$ cat src/rtl/sample_axis_pkg.sv
// Shared constants and helpers for the AXI-stream <-> I/Q sample adapters.
// Used by both the receive-side (axis_to_sample_adapter) and transmit-side blocks.
package sample_axis_pkg;

  localparam int DEFAULT_SAMPLE_WIDTH   = 12;
  localparam int DEFAULT_AXI_DATA_WIDTH = 8;

  // Number of stream beats needed to carry one {I, Q} sample (ceil divide).
  function automatic int beats_per_sample(input int sample_width, input int axi_data_width);
    return (2 * sample_width + axi_data_width - 1) / axi_data_width;
  endfunction

endpackage

$ cat src/rtl/axis_to_sample_adapter.sv
// Reassembles {I, Q} samples from a narrow AXI stream, least-significant beat first.
// Beats carrying tuser=1 poison the whole sample, which is then dropped.
// Optional tlast framing check / resynchronisation: AXIS_TO_SAMPLE_TLAST_RESYNC_EN.
// Requires at least two beats per sample.
module axis_to_sample_adapter
  import sample_axis_pkg::*;
#(
  parameter int SAMPLE_WIDTH   = DEFAULT_SAMPLE_WIDTH,
  parameter int AXI_DATA_WIDTH = DEFAULT_AXI_DATA_WIDTH
) (
  input  logic                      clk,
  input  logic                      rst,
  input  logic [AXI_DATA_WIDTH-1:0] s_axis_tdata,
  input  logic                      s_axis_tvalid,
  output logic                      s_axis_tready,
  input  logic                      s_axis_tlast,
  input  logic                      s_axis_tuser,
  output logic [SAMPLE_WIDTH-1:0]   I_out,
  output logic [SAMPLE_WIDTH-1:0]   Q_out,
  output logic                      output_valid,
  output logic                      sync_err
);

  localparam int BEATS  = beats_per_sample(SAMPLE_WIDTH, AXI_DATA_WIDTH);
  localparam int CNT_W  = (BEATS > 1) ? $clog2(BEATS) : 1;
  localparam int HELD_W = (BEATS - 1) * AXI_DATA_WIDTH;
  localparam int WORD_W = 2 * SAMPLE_WIDTH;
  localparam logic [CNT_W-1:0] LAST_BEAT = CNT_W'(BEATS - 1);

  logic [CNT_W-1:0]        beat_cnt_reg;
  logic                    bad_reg;
  logic [HELD_W-1:0]       held_reg;
  logic [SAMPLE_WIDTH-1:0] i_reg;
  logic [SAMPLE_WIDTH-1:0] q_reg;
  logic                    output_valid_reg;
  logic                    sync_err_reg;

  logic              accept;
  logic              is_last;
  logic              sample_bad;
  logic              early_last;
  logic              missing_last;
  logic [BEATS-2:0]  lane_we;
  logic [WORD_W-1:0] sample_word;

  // The sample side never stalls, so the stream is only held off during reset.
  assign s_axis_tready = ~rst;
  assign accept        = s_axis_tvalid & s_axis_tready;
  assign is_last       = (beat_cnt_reg == LAST_BEAT);
  assign sample_bad    = bad_reg | s_axis_tuser;

  // The final beat is used straight from the bus; padding above 2*SAMPLE_WIDTH is cut off by the cast.
  assign sample_word = WORD_W'({s_axis_tdata, held_reg});

  // One write enable per buffered lane (all beats except the final one).
  for (genvar gi = 0; gi < BEATS - 1; gi++) begin : g_lane_we
    assign lane_we[gi] = accept && (beat_cnt_reg == CNT_W'(gi));
  end

`ifdef AXIS_TO_SAMPLE_TLAST_RESYNC_EN
  // tlast before the final beat restarts framing; a final beat without tlast is flagged.
  assign early_last   = accept & s_axis_tlast & ~is_last;
  assign missing_last = accept & ~s_axis_tlast & is_last;
`else
  logic unused_tlast;
  assign unused_tlast = s_axis_tlast;
  assign early_last   = 1'b0;
  assign missing_last = 1'b0;
`endif

  // Beat buffer: capture the lower beats of the sample in their word positions.
  always_ff @(posedge clk) begin
    if (rst) begin
      held_reg <= '0;
    end else begin
      for (int k = 0; k < BEATS - 1; k++) begin
        if (lane_we[k]) begin
          held_reg[k*AXI_DATA_WIDTH +: AXI_DATA_WIDTH] <= s_axis_tdata;
        end
      end
    end
  end

  // Framing counter, bad-sample tracking and registered sample output.
  always_ff @(posedge clk) begin
    if (rst) begin
      beat_cnt_reg     <= '0;
      bad_reg          <= 1'b0;
      i_reg            <= '0;
      q_reg            <= '0;
      output_valid_reg <= 1'b0;
      sync_err_reg     <= 1'b0;
    end else begin
      output_valid_reg <= 1'b0;
      sync_err_reg     <= early_last | missing_last;
      if (accept) begin
        if (is_last || early_last) begin
          beat_cnt_reg <= '0;
          bad_reg      <= 1'b0;
        end else begin
          beat_cnt_reg <= beat_cnt_reg + CNT_W'(1);
          bad_reg      <= sample_bad;
        end
        if (is_last && !sample_bad) begin
          i_reg            <= sample_word[WORD_W-1:SAMPLE_WIDTH];
          q_reg            <= sample_word[SAMPLE_WIDTH-1:0];
          output_valid_reg <= 1'b1;
        end
      end
    end
  end

  assign I_out        = i_reg;
  assign Q_out        = q_reg;
  assign output_valid = output_valid_reg;
  assign sync_err     = sync_err_reg;

endmodule

$ cat config.mk
export PLATFORM = sky130hd
export DESIGN_NAME = axis_to_sample_adapter
export DESIGN_NICKNAME = d
export VERILOG_FILES = /design/src/rtl/sample_axis_pkg.sv /design/src/rtl/axis_to_sample_adapter.sv
export SDC_FILE = /design/constraint.sdc
export NUM_CORES = 1
export LEC_CHECK = 0
export BUFFER_PORTS_ARGS = -buffer_cell sky130_fd_sc_hd__buf_2
export CORE_AREA = 2 2 74 76
export CTS_BUF_LIST = sky130_fd_sc_hd__clkbuf_4
export CTS_CLUSTER_DIAMETER = 30
export DETAILED_ROUTE_END_ITERATION = 6
export DIE_AREA = 0 0 76 78
export PLACE_DENSITY = 0.52
export RECOVER_POWER = 25
export SKIP_LAST_GASP = 1
export SYNTH_ARGS = -nofsm -noshare
export SYNTH_HDL_FRONTEND = slang
export SYNTH_SLANG_ARGS = --single-unit
$ cat constraint.sdc
create_clock -name clk -period 1.7 [get_ports clk]
set_clock_uncertainty 0.1 [all_clocks]
set_input_delay 0.255 -clock clk [delete_from_list [all_inputs] [get_ports clk]]
set_output_delay 0.255 -clock clk [all_outputs]
set_load 0.005 [all_outputs]
==> results of run 1 <==
[power breakdown]
group	switching (mW)	leakage, nW	internal, mW
registers	0.0147	0.356	1.05
logic	0.0931	0.531	0.0524
clock network	0.319	0.0338	0.191
[cell families (layout without fill, tap and decap cells)]
family,after synthesis,count (layout),share of synthesized area [%]
AO/OA/AOI/OAI,35,35,13.6
buffers and inverters,22,58,6.45
flip-flops,44,44,51.1
multiplexers,8,8,4.64
other,1,1,0.217
AND/OR/NAND/NOR,85,85,24.0
[final cells by class]
type / count / area (sq um)
tap: 70 / 87.6
clock inverter: 1 / 3.75
inverter: 2 / 7.51
sequential: 44 / 881
timing repair buffer: 48 / 262
clock buffer: 7 / 52.6
fill: 538 / 3020
multi-input combinational: 129 / 733
[worst max path at each step]
| stage | from | endpoint | slack (ps) | cells after the start |
|---|---|---|---|---|
| 6_report | beat_cnt_reg[1] | held_reg[7] | 180 | 3 |
| 2_1_floorplan | beat_cnt_reg[1] | held_reg[0] | 290 | 5 |
| 3_5_place_dp | beat_cnt_reg[1] | held_reg[7] | 180 | 3 |
| 4_1_cts | beat_cnt_reg[1] | held_reg[7] | 160 | 3 |
| 5_1_grt | beat_cnt_reg[1] | held_reg[2] | 90 | 3 |
| 3_3_place_gp | beat_cnt_reg[1] | held_reg[3] | 190 | 3 |
[layout by cell type, fill, tap and decap left out, drive strengths merged]
master | synthesis | final
a21oi | 11 | 11
and3b | 2 | 2
and4bb | 1 | 1
buf | 14 | 44
clkbuf | 6 | 11
clkinv | 1 | 2
conb | 1 | 1
dfxtp | 44 | 44
inv | 1 | 1
mux2i | 8 | 8
nand2 | 40 | 40
nand3 | 23 | 23
nand3b | 1 | 1
nand4 | 1 | 1
nor2 | 10 | 10
nor3 | 3 | 3
nor3b | 1 | 1
nor4b | 1 | 1
o211ai | 24 | 24
or2 | 1 | 1
or4b | 1 | 1
[critical path: cells and delay by family (launching register included)]
kind	cells	cell delay, ps
AOI/OAI and AO/OA	1	70
DFF	1	410
and+or+nand+nor	2	850
[layer usage]
| metal | GRT usage (%) | vias up | routed length (microns) | part of all wire [%] |
|---|---|---|---|---|
| met5 | 0 | - | 0 | 0 |
| met4 | 7.64 | 0 | 57 | 1.4 |
| met3 | 3.02 | 5 | 149 | 3.6 |
| met2 | 24.6 | 31 | 1970 | 48 |
| met1 | 19.8 | 683 | 1930 | 47 |
| li1 | - | 744 | - | - |
==> metrics.cfg, run 1 <==
[worst_setup_path]
regToRegSetupSlack_ps=180
cp.required_ps=1840
end_kind=register
cp_max_fo=8
crit_chain=or4b_1 > nand2_1 > a21oi_1
critPathArrivalTime_ps=1670
worstSetupPathType=register to register
rr_startpoint=beat_cnt_reg[1]
worst_setup_path_start_kind=register
critical-path-max-stage-delay_ps=720
crit_slowest_cell=or4b_1
r2r-end=held_reg[7]
ff2ff_path_depth=3

[floorplan]
die_w_microns=76
ioPinCount=40
core_area_sq_um=5040
dieArea_sq_um=5930
dieHeight_microns=78
rows=26
initial_core_util_pct=34.2

[power]
ir_worst_vdd_v=0.000322
finalPower_mw=1.72
cellPowerDensity_nw_per_um2=849
p_leak_nw=0.920

[drt]
drc_errors=0
wl_per_cell_microns=13.6
routed-via-count=1463
ant_nets=0
via_per_inst=4.86
drt_wl_total_microns=4100
first_pass_iters=4
drtIter0Drc=90

[cells_and_area]
final_core_util_pct=40.2
largest_reg_flops=16
stdcell_area_sq_um=2030
drive_gt1_share_pct=23.8
fin_nets=243
antenna_cells=0
final_cell_count_no_fill=301
syn_to_final_growth_pct=17.5

[yosys]
netlist_instances=195
synth_cell_types=24
ys_top_cells_by_count=44 x dfxtp_1, 40 x nand2_1, 24 x o211ai_1, 23 x nand3_1
avgSynthCellArea_sq_um=8.85
ys_async_sr_fraction_pct=0
synth_flop_cell=dfxtp_1
synth.most_common_cell=dfxtp_1
syn_nets=208
synth.top_cell.area_share_pct=51.1
ys_top_cells_by_area=dfxtp_1 51%, o211ai_1 10%, nand2_1 8.7%
synth_seq_cells=44
synth_edf_count=0
seq_area_frac_synth_pct=51.1
syn_area_sq_um=1730
synth_top_cell_by_area=dfxtp_1
yosys_warnings=0

[clock_tree]
cts_resized=0
clk_pin_slew_worst_paths_ps=120
clockRootBuffer=clkbuf_4
cts_tree=built
postCtsSetupBuffers=0
cts_buffer_depth=2
cts_num_sinks=44
htree_levels=2
ctsHoldBuffers=0
clk_latency_ps=350
cts_made_buffers=5

[timing]
setup_ws_ps=177
rsz0062_at_grt=no
min_period_ps=1520
fmax_mhz=657
fin_tns_setup_ps=0
whs_ps=55.4
setup_violations=0
maxSlewViolCount=0
fin_crit_sh_pct=89.6
finalHoldViolations=0

[place]
placedCellCount=293
gp_congestion=0.670
io_buffers=37
pre_cts_ws_ps=181
postPlaceCellArea_sq_um=1980
place_hpwl_microns=2880

[global_route]
antenna_found_initial=0
grt_max_degree=22
grt_pass1_wl_microns=7140
gr-total-overflow=0
grt_pass1_vias=1448
gr-usage-all-layers_pct=15.4

[hold_path]
holdPathStages=3
worst_hold_path_type=input pin to register
hp-start=s_axis_tdata[3]
holdPathEnd=held_reg[3]

[run_status]
status=complete, no violations

[job]
cap_violations=0

(Power assumes the default switching activity.)
==> run 2, diff against run 1 <==
--- a/config.mk
+++ b/config.mk
@@ -7,10 +7,10 @@
 export LEC_CHECK = 0
 export BUFFER_PORTS_ARGS = -buffer_cell sky130_fd_sc_hd__buf_2
-export CORE_AREA = 2 2 74 76
+export CORE_AREA = 2 2 60 62
 export CTS_BUF_LIST = sky130_fd_sc_hd__clkbuf_4
 export CTS_CLUSTER_DIAMETER = 30
 export DETAILED_ROUTE_END_ITERATION = 6
-export DIE_AREA = 0 0 76 78
-export PLACE_DENSITY = 0.52
+export DIE_AREA = 0 0 62 64
+export PLACE_DENSITY = 0.76
 export RECOVER_POWER = 25
 export SKIP_LAST_GASP = 1
==> constraint.sdc (replaced) <==
create_clock -name clk -period 1.7 [get_ports clk]
set_clock_uncertainty 0.1 [all_clocks]
set_input_delay 0.255 -clock clk [delete_from_list [all_inputs] [get_ports clk]]
set_output_delay 0.255 -clock clk [all_outputs]
set_load 0.01 [all_outputs]
==> run 2 against run 1 <==
Sequential share of layout area increased by 0.63 points. Sequential power about the same. Clock-buffer cell count decreased by 2. Die area decreased by 33%. Global-route usage rose by 4.3 points. Register-to-register slack improved by 20 ps.
==> metrics.cfg, run 2 (synthesized netlist as in run 1, its figures left out) <==
[clock_tree]
cts_made_buffers=5  ; unchanged
clk_latency_ps=350  ; about the same
clk_pin_slew_worst_paths_ps=120  ; about the same
postCtsSetupBuffers=0  ; unchanged
htree_levels=2  ; unchanged
cts_tree=built  ; unchanged
cts_buffer_depth=2  ; unchanged
clockRootBuffer=clkbuf_4  ; unchanged
cts_num_sinks=44  ; unchanged

[worst_setup_path]
crit_family=simple AND/OR/NAND/NOR gates  ; unchanged
regToRegSetupSlack_ps=190  ; was 180 ps
worst_setup_path_start_kind=register  ; unchanged
crit_slowest_cell=and4bb_2  ; was or4b_1
rr_startpoint=beat_cnt_reg[1]  ; unchanged
cp.required_ps=1840  ; about the same
critPathArrivalTime_ps=1650  ; was 1670 ps
worstSetupPathType=register to register  ; unchanged
crit_chain=clkbuf_1 > and4bb_2 > mux2i_1 > nor2_1  ; was or4b_1 > nand2_1 > a21oi_1
cp_max_fo=8  ; unchanged
ff2ff_path_depth=4  ; was 3
r2r-end=held_reg[10]  ; was held_reg[7]
critical_path_depth=4  ; was 3
end_kind=register  ; unchanged
crit_buf_inv=1  ; was 0
critical-path-max-stage-delay_ps=520  ; was 720 ps

[hold_path]
holdPathEnd=I_out[7]  ; was held_reg[3]
holdPathStages=3  ; unchanged
worst_hold_path_type=input pin to register  ; unchanged
hp-start=s_axis_tdata[3]  ; unchanged

[global_route]
grt_pass1_vias=1258  ; was 1,448
antenna_found_initial=0  ; unchanged
gr-total-overflow=0  ; unchanged
grt_max_degree=26  ; was 22
gr-usage-all-layers_pct=19.7  ; was 15.4%
grt_pass1_wl_microns=5830  ; was 7140 microns

[drt]
first_pass_iters=5  ; was 4
drt_wl_total_microns=3640  ; was 4100 microns
ant_nets=0  ; unchanged
drtIter0Drc=79  ; was 90
wl_per_cell_microns=13.2  ; was 13.6 microns
via_per_inst=5.27  ; was 4.86
drc_errors=0  ; unchanged
routed-via-count=1454  ; was 1,463

[cells_and_area]
seq_area_sq_um=881  ; unchanged
largest_reg_flops=16  ; unchanged
final_cell_mix=44 x dfxtp_1, 40 x nand2_1, 24 x o211ai_1  ; was 44 x dfxtp_1, 40 x nand2_1, 34 x buf_2
final_common_cell=dfxtp_1  ; unchanged
final_core_util_pct=60.8  ; was 40.2%
stdcell_area_sq_um=2000  ; was 2030 sq um
fin_nets=244  ; was 243
n_fill_cell=317  ; was 538
antenna_cells=0  ; unchanged
syn_to_final_growth_pct=15.8  ; was 17.5%
drive_gt1_share_pct=18.7  ; was 23.8%
multi_input_area_sq_um=734  ; was 733 sq um

[floorplan]
dieArea_sq_um=3970  ; was 5930 sq um
ioPinCount=40  ; unchanged
dieHeight_microns=64  ; was 78 microns
die_w_microns=62  ; was 76 microns
core_area_sq_um=3280  ; was 5040 sq um
initial_core_util_pct=52.5  ; was 34.2%
rows=21  ; was 26

[timing]
min_period_ps=1510  ; was 1520 ps
fmax_mhz=663  ; was 657 MHz
fin_crit_sh_pct=88.7  ; was 89.6%
finalHoldViolations=0  ; unchanged
whs_ps=49.2  ; was 55.4 ps
fin_tns_setup_ps=0  ; unchanged
maxSlewViolCount=0  ; unchanged
setup_violations=0  ; unchanged
rsz0062_at_grt=no  ; unchanged

[power]
cellPowerDensity_nw_per_um2=911  ; was 849 nW/um^2
p_leak_nw=0.872  ; was 0.920 nW
ir_worst_vdd_v=0.000912  ; was 0.000322 V

[place]
io_buffers=37  ; unchanged
place_hpwl_microns=2530  ; was 2880 microns
gp_congestion=0.791  ; was 0.670
postPlaceCellArea_sq_um=1950  ; was 1980 sq um

[job]
cap_violations=0  ; unchanged

[run_status]
status=complete, no violations  ; unchanged

-- run 2: how the worst max path moves through the flow --
stage / end / from / slack, ps
after detailed placement: I_out[3] / beat_cnt_reg[0] / 90
after global placement: I_out[0] / beat_cnt_reg[0] / 120
after floorplan: held_reg[0] / beat_cnt_reg[1] / 290
after CTS: Q_out[6] / beat_cnt_reg[0] / 70
after global routing: Q_out[7] / beat_cnt_reg[1] / 110
final: held_reg[10] / beat_cnt_reg[1] / 190
-- run 2: metal layers --
metal / vias to the layer above / track usage, % / routed length (microns)
met5: - / 0 / 0
met4: 0 / 5.59 / 32
met3: 4 / 6.88 / 242
met2: 42 / 28.8 / 1560
met1: 660 / 27.1 / 1800
li1: 748 / - / -
-- run 2: final cells by class --
cell class	count	share of cell area, %
inverter	2	0.376
timing repair buffer	49	12.5
clock inverter	1	1.50
sequential	44	44.1
tap	46	2.88
clock buffer	5	1.88
multi-input combinational	129	36.8
-- run 2: through the flow --
stage / instances / setup WS (ps) / total power [mW]
4_1_cts: 276 / 74.4 / 1.84
5_1_grt: 276 / 109 / 1.90
6_report: 276 / 193 / 1.82
2_1_floorplan: 195 / 294 / 1.18
3_3_place_gp: 270 / 120 / 1.24
3_5_place_dp: 270 / 89.9 / 1.24
-- run 2: what timing repair did --
item                       CTS  global route
hold buffers                 0             0
resized for setup            0             1
setup endpoints to repair    0            24
-- run 2: worst reg2reg max path: stages, from the launching register on --
cell and delay (ps):
dfxtp_1 330, clkbuf_1 170, and4bb_2 520, mux2i_1 230, nor2_1 60
-- run 2: where the power goes --
part	internal (mW)	switching (mW)	total [mW]
sequential	1.05	0.0132	1.06
combinational	0.0548	0.0963	0.151
clock	0.295	0.311	0.605
total	1.40	0.420	1.82
